File: config.mk
export PLATFORM = sky130hd
export DESIGN_NAME = cmos_spi_cmd_scheduler
export DESIGN_NICKNAME = d
export VERILOG_FILES = /design/src/rtl/cmos_spi_cmd_scheduler_pkg.sv /design/src/rtl/cmos_spi_cmd_scheduler_sched_delay_cnt.sv /design/src/rtl/cmos_spi_cmd_scheduler.sv
export SDC_FILE = /design/constraint.sdc
export NUM_CORES = 1
export LEC_CHECK = 0
export CAP_MARGIN = 10
export CORE_MARGIN = 2
export CORE_UTILIZATION = 50
export DETAILED_ROUTE_END_ITERATION = 8
export PLACE_DENSITY = 0.83
export SLEW_MARGIN = 20
export SYNTH_ARGS = -nofsm -noshare
export SYNTH_HDL_FRONTEND = slang
export SYNTH_HIERARCHICAL = 1
export SYNTH_SLANG_ARGS = --single-unit
File: constraint.sdc
create_clock -name clk -period 2.2 [get_ports clk]
set_clock_uncertainty 0.15 [all_clocks]
set_input_delay 0.33 -clock clk [delete_from_list [all_inputs] [get_ports clk]]
set_output_delay 0.33 -clock clk [all_outputs]
set_load 0.01 [all_outputs]
File: src/rtl/cmos_spi_cmd_scheduler_pkg.sv
// Shared definitions for the CMOS sensor SPI command scheduler:
// FSM state encoding, delay-counter indices and command-word field helpers.
package cmos_spi_cmd_scheduler_pkg;

  // Scheduler FSM states
  typedef enum logic [3:0] {
    ST_IDLE      = 4'd0,
    ST_POP       = 4'd1,
    ST_LOAD      = 4'd2,
    ST_START     = 4'd3,
    ST_WAIT_BUSY = 4'd4,
    ST_WAIT_IDLE = 4'd5,
    ST_GAP       = 4'd6,
    ST_SETTLE    = 4'd7,
    ST_FRAME     = 4'd8
  } sched_state_t;

  // Width of every delay counter (gap, settle, busy timeout)
  localparam int DLY_W = 16;

  // Delay-counter instance indices
  localparam int DLY_GAP    = 0;
  localparam int DLY_SETTLE = 1;
  localparam int DLY_TMO    = 2;
  localparam int DLY_NUM    = 3;

  // Command word layout is {rw, addr, data}; data sits at bit 0
  localparam int CMD_DATA_LSB = 0;

  function automatic int cmd_rw_bit(input int cmd_w);
    return cmd_w - 1;
  endfunction

  function automatic int cmd_addr_lsb(input int data_w);
    return data_w;
  endfunction

endpackage

File: src/rtl/cmos_spi_cmd_scheduler_sched_delay_cnt.sv
// Reusable down-counter. Loading N gives o_last on the N-th enabled cycle,
// so a state that enables it while o_last is low lasts exactly N cycles.
module sched_delay_cnt
  import cmos_spi_cmd_scheduler_pkg::*;
#(
  parameter int W = DLY_W
) (
  input  logic         clk,
  input  logic         rst,
  input  logic         i_load,
  input  logic [W-1:0] i_load_val,
  input  logic         i_en,
  output logic         o_last
);

  logic [W-1:0] r_cnt;

  // Load has priority; decrement saturates at zero
  always_ff @(posedge clk or posedge rst) begin
    if (rst) begin
      r_cnt <= '0;
    end else if (i_load) begin
      r_cnt <= i_load_val;
    end else if (i_en && (r_cnt != '0)) begin
      r_cnt <= r_cnt - 1'b1;
    end
  end

  assign o_last = (r_cnt <= W'(1));

endmodule

File: src/rtl/cmos_spi_cmd_scheduler.sv
// CMOS sensor configuration sequencer: pops commands from the FIFO, runs
// each through the SPI master, captures read-back data and, once a batch
// has drained, waits a settle time and emits one frame-start pulse.
module cmos_spi_cmd_scheduler
  import cmos_spi_cmd_scheduler_pkg::*;
#(
  parameter int ADDR_W        = 7,
  parameter int DATA_W        = 8,
  parameter int CMD_W         = 1 + ADDR_W + DATA_W,
  parameter int GAP_CYCLES    = 4,
  parameter int SETTLE_CYCLES = 64,
  parameter int BUSY_TIMEOUT  = 255,
  parameter int CNT_W         = 8
) (
  input  logic              clk,
  input  logic              rst,
  input  logic              cmd_fifo_empty,
  output logic              cmd_fifo_rd_en,
  input  logic [CMD_W-1:0]  cmd_fifo_dout,
  output logic              spi_start,
  output logic [CMD_W-1:0]  spi_tx_word,
  input  logic              spi_busy,
  input  logic [DATA_W-1:0] spi_rx_data,
  output logic [DATA_W-1:0] rd_data,
  output logic              rd_valid,
  output logic              nframe_output,
  output logic [CNT_W-1:0]  cmd_count,
  output logic              timeout_err
);

  localparam int RW_BIT = cmd_rw_bit(CMD_W);

  sched_state_t r_state;
  sched_state_t w_state_next;
  sched_state_t w_post_xact;

  logic              r_rw;
  logic              r_batch;
  logic [CMD_W-1:0]  r_tx_word;
  logic [DATA_W-1:0] r_rd_data;
  logic              r_rd_valid;
  logic [CNT_W-1:0]  r_cmd_count;
  logic              r_timeout_err;

  logic [DLY_NUM-1:0] w_dly_en;
  logic [DLY_NUM-1:0] w_dly_last;
  logic [DLY_W-1:0]   w_dly_val [DLY_NUM];
  logic               w_busy_timeout;
  logic               w_xact_done;

  assign w_dly_val[DLY_GAP]    = DLY_W'(GAP_CYCLES);
  assign w_dly_val[DLY_SETTLE] = DLY_W'(SETTLE_CYCLES);
  assign w_dly_val[DLY_TMO]    = DLY_W'(BUSY_TIMEOUT);

  // Each counter reloads whenever its state is inactive, so every entry
  // into GAP / SETTLE / WAIT_BUSY starts a fresh count.
  generate
    for (genvar gi = 0; gi < DLY_NUM; gi++) begin : g_dly
      sched_delay_cnt #(.W(DLY_W)) u_cnt (
        .clk        (clk),
        .rst        (rst),
        .i_load     (!w_dly_en[gi]),
        .i_load_val (w_dly_val[gi]),
        .i_en       (w_dly_en[gi]),
        .o_last     (w_dly_last[gi])
      );
    end
  endgenerate

  assign w_busy_timeout = (r_state == ST_WAIT_BUSY) && !spi_busy && w_dly_last[DLY_TMO];
  assign w_xact_done    = (r_state == ST_WAIT_IDLE) && !spi_busy;

  // With a zero gap the post-transaction decision is taken immediately
  assign w_post_xact = (GAP_CYCLES != 0) ? ST_GAP :
                       (cmd_fifo_empty ? ST_SETTLE : ST_POP);

  // State register
  always_ff @(posedge clk or posedge rst) begin
    if (rst) r_state <= ST_IDLE;
    else     r_state <= w_state_next;
  end

  // Next-state logic
  always_comb begin
    w_state_next = r_state;
    case (r_state)
      ST_IDLE:      if (!cmd_fifo_empty) w_state_next = ST_POP;
                    else if (r_batch)    w_state_next = ST_SETTLE;
      ST_POP:       w_state_next = ST_LOAD;
      ST_LOAD:      w_state_next = ST_START;
      ST_START:     w_state_next = ST_WAIT_BUSY;
      ST_WAIT_BUSY: if (spi_busy)                  w_state_next = ST_WAIT_IDLE;
                    else if (w_dly_last[DLY_TMO])  w_state_next = w_post_xact;
      ST_WAIT_IDLE: if (!spi_busy) w_state_next = w_post_xact;
      ST_GAP:       if (w_dly_last[DLY_GAP])
                      w_state_next = cmd_fifo_empty ? ST_SETTLE : ST_POP;
      ST_SETTLE:    if (!cmd_fifo_empty)               w_state_next = ST_POP;
                    else if (w_dly_last[DLY_SETTLE])   w_state_next = ST_FRAME;
      ST_FRAME:     w_state_next = ST_IDLE;
      default:      w_state_next = ST_IDLE;
    endcase
  end

  // State-decoded strobes and counter enables
  always_comb begin
    cmd_fifo_rd_en = 1'b0;
    spi_start      = 1'b0;
    nframe_output  = 1'b0;
    w_dly_en       = '0;
    case (r_state)
      ST_POP:       cmd_fifo_rd_en       = 1'b1;
      ST_START:     spi_start            = 1'b1;
      ST_WAIT_BUSY: w_dly_en[DLY_TMO]    = 1'b1;
      ST_GAP:       w_dly_en[DLY_GAP]    = 1'b1;
      ST_SETTLE:    w_dly_en[DLY_SETTLE] = 1'b1;
      ST_FRAME:     nframe_output        = 1'b1;
      default:      ;
    endcase
  end

  // Command word capture; held until the next LOAD
  always_ff @(posedge clk or posedge rst) begin
    if (rst) begin
      r_tx_word <= '0;
      r_rw      <= 1'b0;
    end else if (r_state == ST_LOAD) begin
      r_tx_word <= cmd_fifo_dout;
      r_rw      <= cmd_fifo_dout[RW_BIT];
    end
  end

  // Batch bookkeeping: count issued commands, clear on the frame pulse
  always_ff @(posedge clk or posedge rst) begin
    if (rst) begin
      r_cmd_count <= '0;
      r_batch     <= 1'b0;
    end else if (r_state == ST_START) begin
      r_cmd_count <= r_cmd_count + 1'b1;
      r_batch     <= 1'b1;
    end else if (r_state == ST_FRAME) begin
      r_cmd_count <= '0;
      r_batch     <= 1'b0;
    end
  end

  // Read-back capture on the cycle busy is seen low; strobe follows
  always_ff @(posedge clk or posedge rst) begin
    if (rst) begin
      r_rd_data  <= '0;
      r_rd_valid <= 1'b0;
    end else begin
      r_rd_valid <= w_xact_done && r_rw;
      if (w_xact_done && r_rw) r_rd_data <= spi_rx_data;
    end
  end

  // Sticky busy-timeout flag
  always_ff @(posedge clk or posedge rst) begin
    if (rst)                 r_timeout_err <= 1'b0;
    else if (w_busy_timeout) r_timeout_err <= 1'b1;
  end

  assign spi_tx_word = r_tx_word;
  assign rd_data     = r_rd_data;
  assign rd_valid    = r_rd_valid;
  assign cmd_count   = r_cmd_count;
  assign timeout_err = r_timeout_err;

endmodule

==> flow_metrics.py, run 1 <==
metrics = {
    "floorplanning": {
        "rows": 36,
        "dieArea_mm2": 0.0109,
        "start_util": 0.516,
        "boundaryPins": 65,
        "coreArea_mm2": 0.00977,
        "die_w_um": 104,
        "die-height_um": 104,
    },
    "synth": {
        "synth_ff_type": "dfrtp_1",
        "syn_inst": 518,
        "synth-compound-area-share": 0.181,
        "synth_xor_area_frac": 0,
        "yosysWarningCount": 6,
        "synth_edf_count": 0,
        "synth_cell_types": 66,
        "ys_seq_area_frac": 0.432,
        "synthAdderAreaFrac": 0.0174,
        "synth_seq_cells": 87,
        "avgSynthCellArea_um2": 9.74,
        "synth_top_family_by_area": "simple AND/OR/NAND/NOR gates",
        "synth_area_mm2": 0.00504,
        "yosys.area_share.simple": 0.260,
        "synth_mux_area_frac": 0.0605,
        "async_reset_ff_frac": 1.00,
    },
    "grt": {
        "grt_pass1_vias": 4461,
        "grt_pass1_wl_um": 21000,
        "grt_remaining_overflow": 0,
        "antenna_found_initial": 0,
        "grt_max_degree": 40,
        "grt_usage": 0.233,
    },
    "pwr": {
        "power.ir.vdd_worst_mv": 0.578,
        "power_density_mw_per_mm2": 1190,
        "leakage_nw": 2.86,
    },
    "sta": {
        "tns_ns": 0,
        "worst_pin_slew_ns": 0.650,
        "fmax_mhz": 456,
        "hold_viol": 0,
        "hold_ws_ns": 0.269,
        "relSlewSlack": 0.566,
        "drv_slew": 0,
        "setup_slack_ns": 0.00581,
        "finalCritPeriodShare": 0.997,
        "setup_viol": 0,
        "layout_min_cycle_time_ns": 2.19,
        "rsz0062_at_grt": "yes",
    },
    "clocking": {
        "cts_tree": "done",
        "clock-sinks": 87,
        "cts-buffers-inserted": 9,
        "cts-root-buf": "clkbuf_8",
        "cts_max_level": 3,
        "hold_buffers": 0,
        "path_clk_slew_ns": 0.10,
        "clk_latency_ns": 0.37,
        "clockBufferDepth": 2,
    },
    "worst_setup_path": {
        "path_max_fanout": 5,
        "crit_end": "r_state[2]$_DFFE_PP0P_",
        "rr_worst_depth": 8,
        "r2r_setup_slack_ns": 0.006,
        "cp.required_ns": 2.32,
        "worst_setup_path_end_kind": "register",
        "critical_path.startpoint_type": "register",
        "crit_start": "g_dly[0].u_cnt/r_cnt[4]$_DFFE_PP0P_",
        "slowest_delay_ns": 0.46,
        "crit_type": "register to register",
        "cp.arrival_ns": 2.31,
        "slowest_stage": "dfrtp_2",
        "worstReg2RegStart": "g_dly[0].u_cnt/r_cnt[4]$_DFFE_PP0P_",
        "r2r_end": "r_state[2]$_DFFE_PP0P_",
        "crit_chain": "nor4_4 -> nand4_1 -> nor4_2 -> buf_4 -> nand2b_1 -> a31oi_1 -> a21oi_1 -> mux2_4",
    },
    "route": {
        "vias": 4656,
        "drc_errors": 0,
        "routedWlPerCell_um": 15.7,
        "viasPerCell": 5.66,
        "postRouteAntennaNets": 0,
        "dr.pass1.iters": 5,
        "wl_um": 12900,
        "drt_iter0_drc": 222,
    },
    "layout": {
        "fin_cells": 823,
        "drive_gt1_frac": 0.249,
        "area_growth_pct": 34.7,
        "fin_util": 0.695,
        "layout.nets": 720,
        "antenna_cells": 0,
    },
    "job": {
        "max_cap_viol_count": 0,
    },
    "place": {
        "dp_cells": 785,
        "pre_cts_ws_ns": -0.116,
        "place_congestion": 0.863,
        "numPortBuffers": 64,
        "hpwlAfterDp_um": 8810,
    },
    "status": {
        "status": "complete, no violations",
    },
    "worst_hold_path": {
        "min-delay-path-class": "input pin to async pin",
    },
}
==> layout make-up <==
cell class,count,area (µm²)
Clock buffer,9,124
Clock inverter,7,78.8
Fill cell,716,2980
Inverter,32,128
Multi-Input combinational cell,421,2930
Sequential cell,87,2180
Tap cell,133,166
Timing Repair Buffer,134,1180
==> critical path, delay by kind of cell (launching register included) <==
kind	cells	cell delay, ns
AO/OA/AOI/OAI	2	0.30
flip-flops	1	0.46
AND/OR/NAND/NOR	4	0.75
buffers and inverters	1	0.16
multiplexers	1	0.27
==> state kept, by name, summed over array words and instances, names as in the netlist <==
register and count:
cmd_count 8, g_dly.u_cnt/r_cnt 48, r_batch 1, r_rw 1
r_state 4, rd_data 8, rd_valid 1, spi_tx_word 15
timeout_err 1
==> where the power goes <==
| part | internal, mW | switching (mW) | total (mW) |
|---|---|---|---|
| clock | 0.538 | 0.631 | 1.17 |
| sequential | 2.25 | 0.676 | 2.93 |
| combinational | 2.10 | 1.89 | 3.99 |
==> layer usage <==
| layer | track usage | up-vias | wire, µm |
|---|---|---|---|
| met5 | 0 | - | 0 |
| met4 | 0.0695 | 0 | 195 |
| met3 | 0.0439 | 18 | 580 |
| met2 | 0.403 | 133 | 6630 |
| met1 | 0.296 | 2261 | 5520 |
| li1 | - | 2244 | - |
==> placed cells by master (no fill, tap or decap), drive strengths merged, types with 16 or more instances in the layout <==
cell type      instances
o211ai                19
clkdlybuf4s50         61
mux2                  25
a31oi                 21
o21ai                 26
conb                  48
nor2                  34
dfrtp                 87
inv                   33
buf                   69
or4                   18
nand2                 40
nand3                 16
==> Yosys cell counts, types with 4 or more instances <==
library cell,n,share of area
nand4_1,13,0.016
a21oi_1,11,0.011
a21o_1,6,0.0089
mux2_2,24,0.054
inv_1,30,0.022
nand2_1,40,0.030
and3_2,4,0.0060
o311ai_1,6,0.010
o211ai_1,19,0.028
nor4_1,7,0.0087
nand2b_1,4,0.0050
nor3b_1,10,0.015
a31oi_1,21,0.026
buf_2,8,0.0079
o41ai_1,6,0.010
clkbuf_1,12,0.0089
nor2_1,32,0.024
dfrtp_1,87,0.43
nand3b_1,4,0.0060
nand3_1,16,0.016
or4_1,18,0.027
and3_1,5,0.0062
nor2b_1,10,0.012
o31ai_1,8,0.012
or3_1,12,0.015
o21ai_0,23,0.023
ha_1,7,0.017
==> kinds of logic after synthesis <==
group	after synthesis
adders and majority gates	7
muxes	27
AOI/OAI and AO/OA	129
buffers and inverters	56
DFF	87
and+or+nand+nor	210
other	2
==> timing repair <==
| item | CTS | global route |
|---|---|---|
| gates cloned | 0 | 1 |
| buffers inserted | 5 | 16 |
| resized for setup | 12 | 27 |
| setup endpoints to repair | 12 | 37 |
| pin swaps | 7 | 2 |
==> metrics by stage <==
step           instance area, µm²  total power, mW
2_1_floorplan                5250             5.07
3_3_place_gp                 6300             6.33
3_5_place_dp                 6300             6.55
6_report                     6800             8.09
4_1_cts                      6570             7.80
5_1_grt                      6800             8.62
==> how the worst min path moves through the flow <==
stage | slack (ns) | cells after the start | end | startpoint
3_3_place_gp | 0.31 | 1 | timeout_err$_DFFE_PP0P_ | timeout_err$_DFFE_PP0P_
4_1_cts | 0.27 | 3 | g_dly[2].u_cnt/r_cnt[4]$_DFFE_PP0P_ | rst
2_1_floorplan | 0.09 | 1 | g_dly[0].u_cnt/r_cnt[0]$_DFFE_PP0P_ | rst
6_report | 0.27 | 3 | g_dly[2].u_cnt/r_cnt[4]$_DFFE_PP0P_ | rst
5_1_grt | 0.28 | 3 | g_dly[2].u_cnt/r_cnt[2]$_DFFE_PP0P_ | rst
3_5_place_dp | 0.32 | 1 | timeout_err$_DFFE_PP0P_ | timeout_err$_DFFE_PP0P_
No activity file was read; power rests on OpenSTA's default activity.
==> run 2: changes to the inputs <==
CORE_MARGIN = 1   (was 2)
HOLD_SLACK_MARGIN = 0.05   (was not set)
==> run 2 against run 1 <==
  * The flow now finishes with violations (setup timing)
  * Flip-flop and latch count is the same
  * Non-clock buffer count grew 5
  * Critical path depth grew 1
==> flow_metrics.py, run 2 (synthesis results as in run 1) <==
metrics = {
    "sta": {
        "hold_viol": 0,
        "relSlewSlack": 0.540,
        "layout_min_cycle_time_ns": 2.27,
        "setup_viol": 3,
        "setup_slack_ns": -0.0688,
        "hold_ws_ns": 0.332,
        "worst_pin_slew_ns": 0.690,
        "drv_slew": 0,
        "rsz0062_at_grt": "yes",
        "fmax_mhz": 441,
        "finalCritPeriodShare": 1.03,
    },
    "grt": {
        "grt_pass1_vias": 4468,
        "grt_pass1_wl_um": 20700,
        "antenna_found_initial": 0,
        "grt_remaining_overflow": 0,
        "grt_max_degree": 40,
        "grt_usage": 0.253,
    },
    "route": {
        "viasPerCell": 5.71,
        "dr.pass1.iters": 4,
        "wl_um": 13700,
        "postRouteAntennaNets": 0,
        "drt_iter0_drc": 218,
        "drc_errors": 0,
        "vias": 4732,
        "routedWlPerCell_um": 16.6,
    },
    "clocking": {
        "clk_latency_ns": 0.37,
        "clock-sinks": 87,
        "cts_tree": "done",
        "clockBufferDepth": 2,
        "path_clk_slew_ns": 0.10,
        "cts-root-buf": "clkbuf_8",
        "cts_max_level": 3,
        "cts-buffers-inserted": 9,
        "hold_buffers": 0,
    },
    "worst_setup_path": {
        "worst_setup_path_end_kind": "register",
        "crit_end": "r_state[2]$_DFFE_PP0P_",
        "cp.required_ns": 2.30,
        "cp.arrival_ns": 2.37,
        "crit_start": "g_dly[0].u_cnt/r_cnt[1]$_DFFE_PP0P_",
        "crit_type": "register to register",
        "rr_worst_depth": 9,
        "path_max_fanout": 5,
        "critical_path.startpoint_type": "register",
        "r2r_end": "r_state[2]$_DFFE_PP0P_",
        "worstReg2RegStart": "g_dly[0].u_cnt/r_cnt[1]$_DFFE_PP0P_",
        "r2r_setup_slack_ns": -0.07,
    },
    "layout": {
        "fillCellCount": 705,
        "area_growth_pct": 35.9,
        "layout_commonest_cell": "dfrtp_1",
        "drive_gt1_frac": 0.266,
        "layout.nets": 725,
        "layout_common_cells": "79 x dfrtp_1, 73 x buf_4, 61 x clkdlybuf4s50_1, 48 x conb_1, 37 x nand2_1",
        "antenna_cells": 0,
        "largest_reg_flops": 48,
        "regMostFlops": "g_dly.u_cnt/r_cnt",
    },
    "job": {
        "max_cap_viol_count": 0,
    },
    "floorplanning": {
        "die_w_um": 102,
        "die-height_um": 102,
        "rows": 36,
        "dieArea_mm2": 0.0105,
        "start_util": 0.516,
        "coreArea_mm2": 0.00977,
        "boundaryPins": 65,
    },
    "worst_hold_path": {
        "min-delay-path-class": "input pin to async pin",
    },
    "place": {
        "numPortBuffers": 64,
        "place_congestion": 0.842,
        "hpwlAfterDp_um": 9240,
    },
    "pwr": {
        "power_density_mw_per_mm2": 1190,
        "power_mw": 8.17,
        "leakage_nw": 2.89,
        "power.ir.vdd_worst_mv": 0.527,
    },
    "status": {
        "status": "finished, violations left",
        "violations": "setup timing",
    },
}
run 2: cell types whose count changed in the layout (fill, tap and decap cells not counted), sizes merged:
cell           delta
clkinv            +2
dlygate4sd2       +1
bufinv            -1
clkdlybuf4s15     -2
buf               +6
clkinvlp          -1
run 2: final cells by class:
class	instances	area, µm²	area share
Sequential cell	87	2190	0.319
Inverter	32	128	0.0186
Clock inverter	7	75.1	0.0110
Timing Repair Buffer	139	1210	0.176
Clock buffer	9	124	0.0181
Multi-Input combinational cell	421	2970	0.433
Tap cell	133	166	0.0243
run 2: critical path, cell delays in order, from the launching register on:
cell	delay, ns
dfrtp_1	0.47
inv_1	0.13
ha_2	0.26
nor2_1	0.08
nor4_2	0.32
buf_4	0.18
nand2b_1	0.05
a31oi_1	0.16
a21oi_1	0.08
mux2_4	0.28
run 2: per-stage QoR:
| stage | setup slack, ns | utilization | cell area (µm²) | cells | setup TNS [ns] |
|---|---|---|---|---|---|
| 2_1_floorplan | -0.0207 | - | 5250 | 564 | -0.0462 |
| 5_1_grt | -0.186 | 0.701 | 6850 | 828 | -0.599 |
| 6_report | -0.0688 | 0.701 | 6850 | 828 | -0.147 |
| 4_1_cts | -0.00836 | 0.673 | 6580 | 809 | -0.00836 |
| 3_5_place_dp | -0.117 | 0.648 | 6330 | 790 | -0.301 |
| 3_3_place_gp | -0.0107 | 0.648 | 6330 | 790 | -0.0107 |
run 2: per-layer routing:
| metal | share of wire | routed length (µm) | vias to the layer above | global-route usage |
|---|---|---|---|---|
| li1 | - | - | 2254 | - |
| met4 | 0.022 | 303 | 0 | 0.0857 |
| met1 | 0.40 | 5510 | 2311 | 0.303 |
| met3 | 0.047 | 649 | 33 | 0.0499 |
| met2 | 0.53 | 7270 | 134 | 0.454 |
| met5 | 0 | 0 | - | 0 |
run 2: report_power, final:
| group | total (mW) | switching, mW | internal [mW] |
|---|---|---|---|
| combinational | 4.12 | 1.99 | 2.14 |
| sequential | 2.93 | 0.674 | 2.26 |
| clock | 1.11 | 0.665 | 0.447 |
run 2: worst min-delay path by stage:
stage                                           to  cells after the start
2_1_floorplan  g_dly[0].u_cnt/r_cnt[0]$_DFFE_PP0P_                      1
3_3_place_gp                   r_batch$_DFFE_PP0P_                      2
3_5_place_dp              cmd_count[7]$_DFFE_PP0P_                      1
4_1_cts                   cmd_count[7]$_DFFE_PP0P_                      1
5_1_grt                   cmd_count[7]$_DFFE_PP0P_                      1
6_report       g_dly[2].u_cnt/r_cnt[4]$_DFFE_PP0P_                      2
run 2: what timing repair did:
item | in CTS | in global routing
hold endpoints to repair | 0 | 0
pin swaps | 7 | 12
gates resized for setup | 13 | 34
endpoints found under the setup margin | 10 | 33
gates cloned | 0 | 0
setup buffers | 3 | 19
==> run 3: changes to the inputs <==
GPL_TIMING_DRIVEN = 0   (was not set)
==> run 3 against run 2 <==
  * The flow still finishes with violations (setup timing)
  * Combinational power is 3% lower
  * Sequential power is 2% higher
  * Hold slack worse by 0.097 ns
  * Global-route usage is 0.46 points higher
  * Die area stayed put
==> flow_metrics.py, run 3 (synthesis results as in run 1) <==
metrics = {
    "status": {
        "status": "finished, violations left",
        "violations": "setup timing",
    },
    "clocking": {
        "hold_buffers": 0,
        "cts-buffers-inserted": 9,
        "clockBufferDepth": 2,
        "cts_tree": "done",
        "path_clk_slew_ns": 0.09,
        "cts-root-buf": "clkbuf_8",
        "clock-sinks": 87,
        "clk_latency_ns": 0.37,
        "cts_max_level": 3,
    },
    "sta": {
        "drv_slew": 0,
        "rsz0062_at_grt": "yes",
        "setup_slack_ns": -0.125,
        "relSlewSlack": 0.562,
        "finalCritPeriodShare": 1.06,
        "hold_viol": 0,
        "setup_viol": 3,
        "fmax_mhz": 430,
        "worst_pin_slew_ns": 0.656,
        "layout_min_cycle_time_ns": 2.32,
    },
    "route": {
        "wl_um": 13400,
        "vias": 4818,
        "postRouteAntennaNets": 0,
        "dr.pass1.iters": 5,
        "drc_errors": 0,
        "drt_iter0_drc": 326,
        "routedWlPerCell_um": 16.3,
        "viasPerCell": 5.88,
    },
    "worst_setup_path": {
        "path_max_fanout": 6,
        "crit_type": "register to register",
        "slowest_delay_ns": 0.44,
        "critical_path.startpoint_type": "register",
        "cp.required_ns": 2.31,
        "crit_chain": "nor4_4 -> nand4_1 -> nor4_4 -> nand2b_1 -> a31oi_1 -> a21oi_1 -> mux2_4",
        "slowest_stage": "dfrtp_1",
        "cp.arrival_ns": 2.43,
        "crit_path_frequent_cell": "nor4_4",
        "worst_setup_path_end_kind": "register",
    },
    "layout": {
        "layout_common_cells": "79 x dfrtp_1, 62 x clkdlybuf4s50_1, 48 x conb_1, 44 x buf_4, 36 x nand2_1",
        "area_growth_pct": 36.5,
        "fillCellCount": 694,
        "regMostFlops": "g_dly.u_cnt/r_cnt",
        "layout_commonest_cell": "dfrtp_1",
        "drive_gt1_frac": 0.264,
        "fin_cells": 819,
        "largest_reg_flops": 48,
        "layout.nets": 716,
        "antenna_cells": 0,
    },
    "floorplanning": {
        "rows": 36,
        "die_w_um": 102,
        "dieArea_mm2": 0.0105,
        "boundaryPins": 65,
        "coreArea_mm2": 0.00977,
        "start_util": 0.516,
        "die-height_um": 102,
    },
    "pwr": {
        "leakage_nw": 2.90,
        "power_density_mw_per_mm2": 1160,
        "power.ir.vdd_worst_mv": 0.478,
        "power_mw": 8.01,
    },
    "grt": {
        "grt_usage": 0.258,
        "grt_max_degree": 27,
        "antenna_found_initial": 0,
        "grt_remaining_overflow": 0,
        "grt_pass1_wl_um": 21200,
        "grt_pass1_vias": 4638,
    },
    "worst_hold_path": {
        "min-delay-path-class": "input pin to async pin",
    },
    "job": {
        "max_cap_viol_count": 0,
    },
    "place": {
        "dp_cells": 762,
        "place_congestion": 0.850,
        "numPortBuffers": 64,
        "hpwlAfterDp_um": 8530,
    },
}
## run 3: per-layer routing
layer	GRT usage	vias to the layer above	part of all wire
met5	0	-	0
met4	0.115	0	0.032
met2	0.441	173	0.50
li1	-	2240	-
met1	0.319	2365	0.41
met3	0.0438	40	0.055
## run 3: power breakdown
group	leakage [nW]	switching (mW)	internal [mW]
clock network	0.0793	0.616	0.417
registers	1.03	0.741	2.26
logic	1.79	1.96	2.02
total	2.90	3.31	4.69
## run 3: critical path: cells and delay by family (launching register included)
family,cells,cell delay [ns]
AO/OA/AOI/OAI,2,0.32
flip-flops,1,0.44
multiplexers,1,0.27
AND/OR/NAND/NOR,4,1.04
## run 3: worst paths after layout
check / startpoint / endpoint / slack [ns] / cells past startpoint
max: g_dly[0].u_cnt/r_cnt[11]$_DFFE_PP0P_ / r_state[2]$_DFFE_PP0P_ / -0.12 / 7
min: rst / cmd_count[0]$_DFFE_PP0P_ / 0.24 / 2
max reg2reg: g_dly[0].u_cnt/r_cnt[11]$_DFFE_PP0P_ / r_state[2]$_DFFE_PP0P_ / -0.12 / 7
min reg2reg: r_batch$_DFFE_PP0P_ / r_batch$_DFFE_PP0P_ / 0.34 / 2
max in group asynchronous: rst / g_dly[0].u_cnt/r_cnt[0]$_DFFE_PP0P_ / 1.08 / 2
min in group clk: r_batch$_DFFE_PP0P_ / r_batch$_DFFE_PP0P_ / 0.34 / 2
## run 3: per-stage QoR
step           setup WS, ns  utilization  TNS, ns  hold slack (ns)  area, µm²
2_1_floorplan       -0.0207            -  -0.0462           0.0937       5250
3_3_place_gp         -0.404        0.620    -9.03            0.315       6060
3_5_place_dp         -0.449        0.623    -6.92            0.315       6080
4_1_cts              -0.116        0.682   -0.144            0.237       6660
5_1_grt              -0.184        0.704   -0.814            0.258       6890
6_report             -0.125        0.704   -0.132            0.236       6890
## run 3: final cells by class
type	count	area, µm²	share of cell area
Inverter	32	128	0.0185
Tap cell	133	166	0.0242
Timing Repair Buffer	110	1010	0.147
Clock buffer	10	128	0.0185
Sequential cell	87	2190	0.318
Multi-Input combinational cell	421	3090	0.449
Clock inverter	6	45.0	0.00654
Buffer	20	130	0.0189
## run 3: what timing repair did
| item | CTS | global route |
|---|---|---|
| resized for setup | 49 | 39 |
| pin swaps | 18 | 18 |
| setup endpoints to repair | 44 | 49 |
| buffers inserted | 28 | 17 |
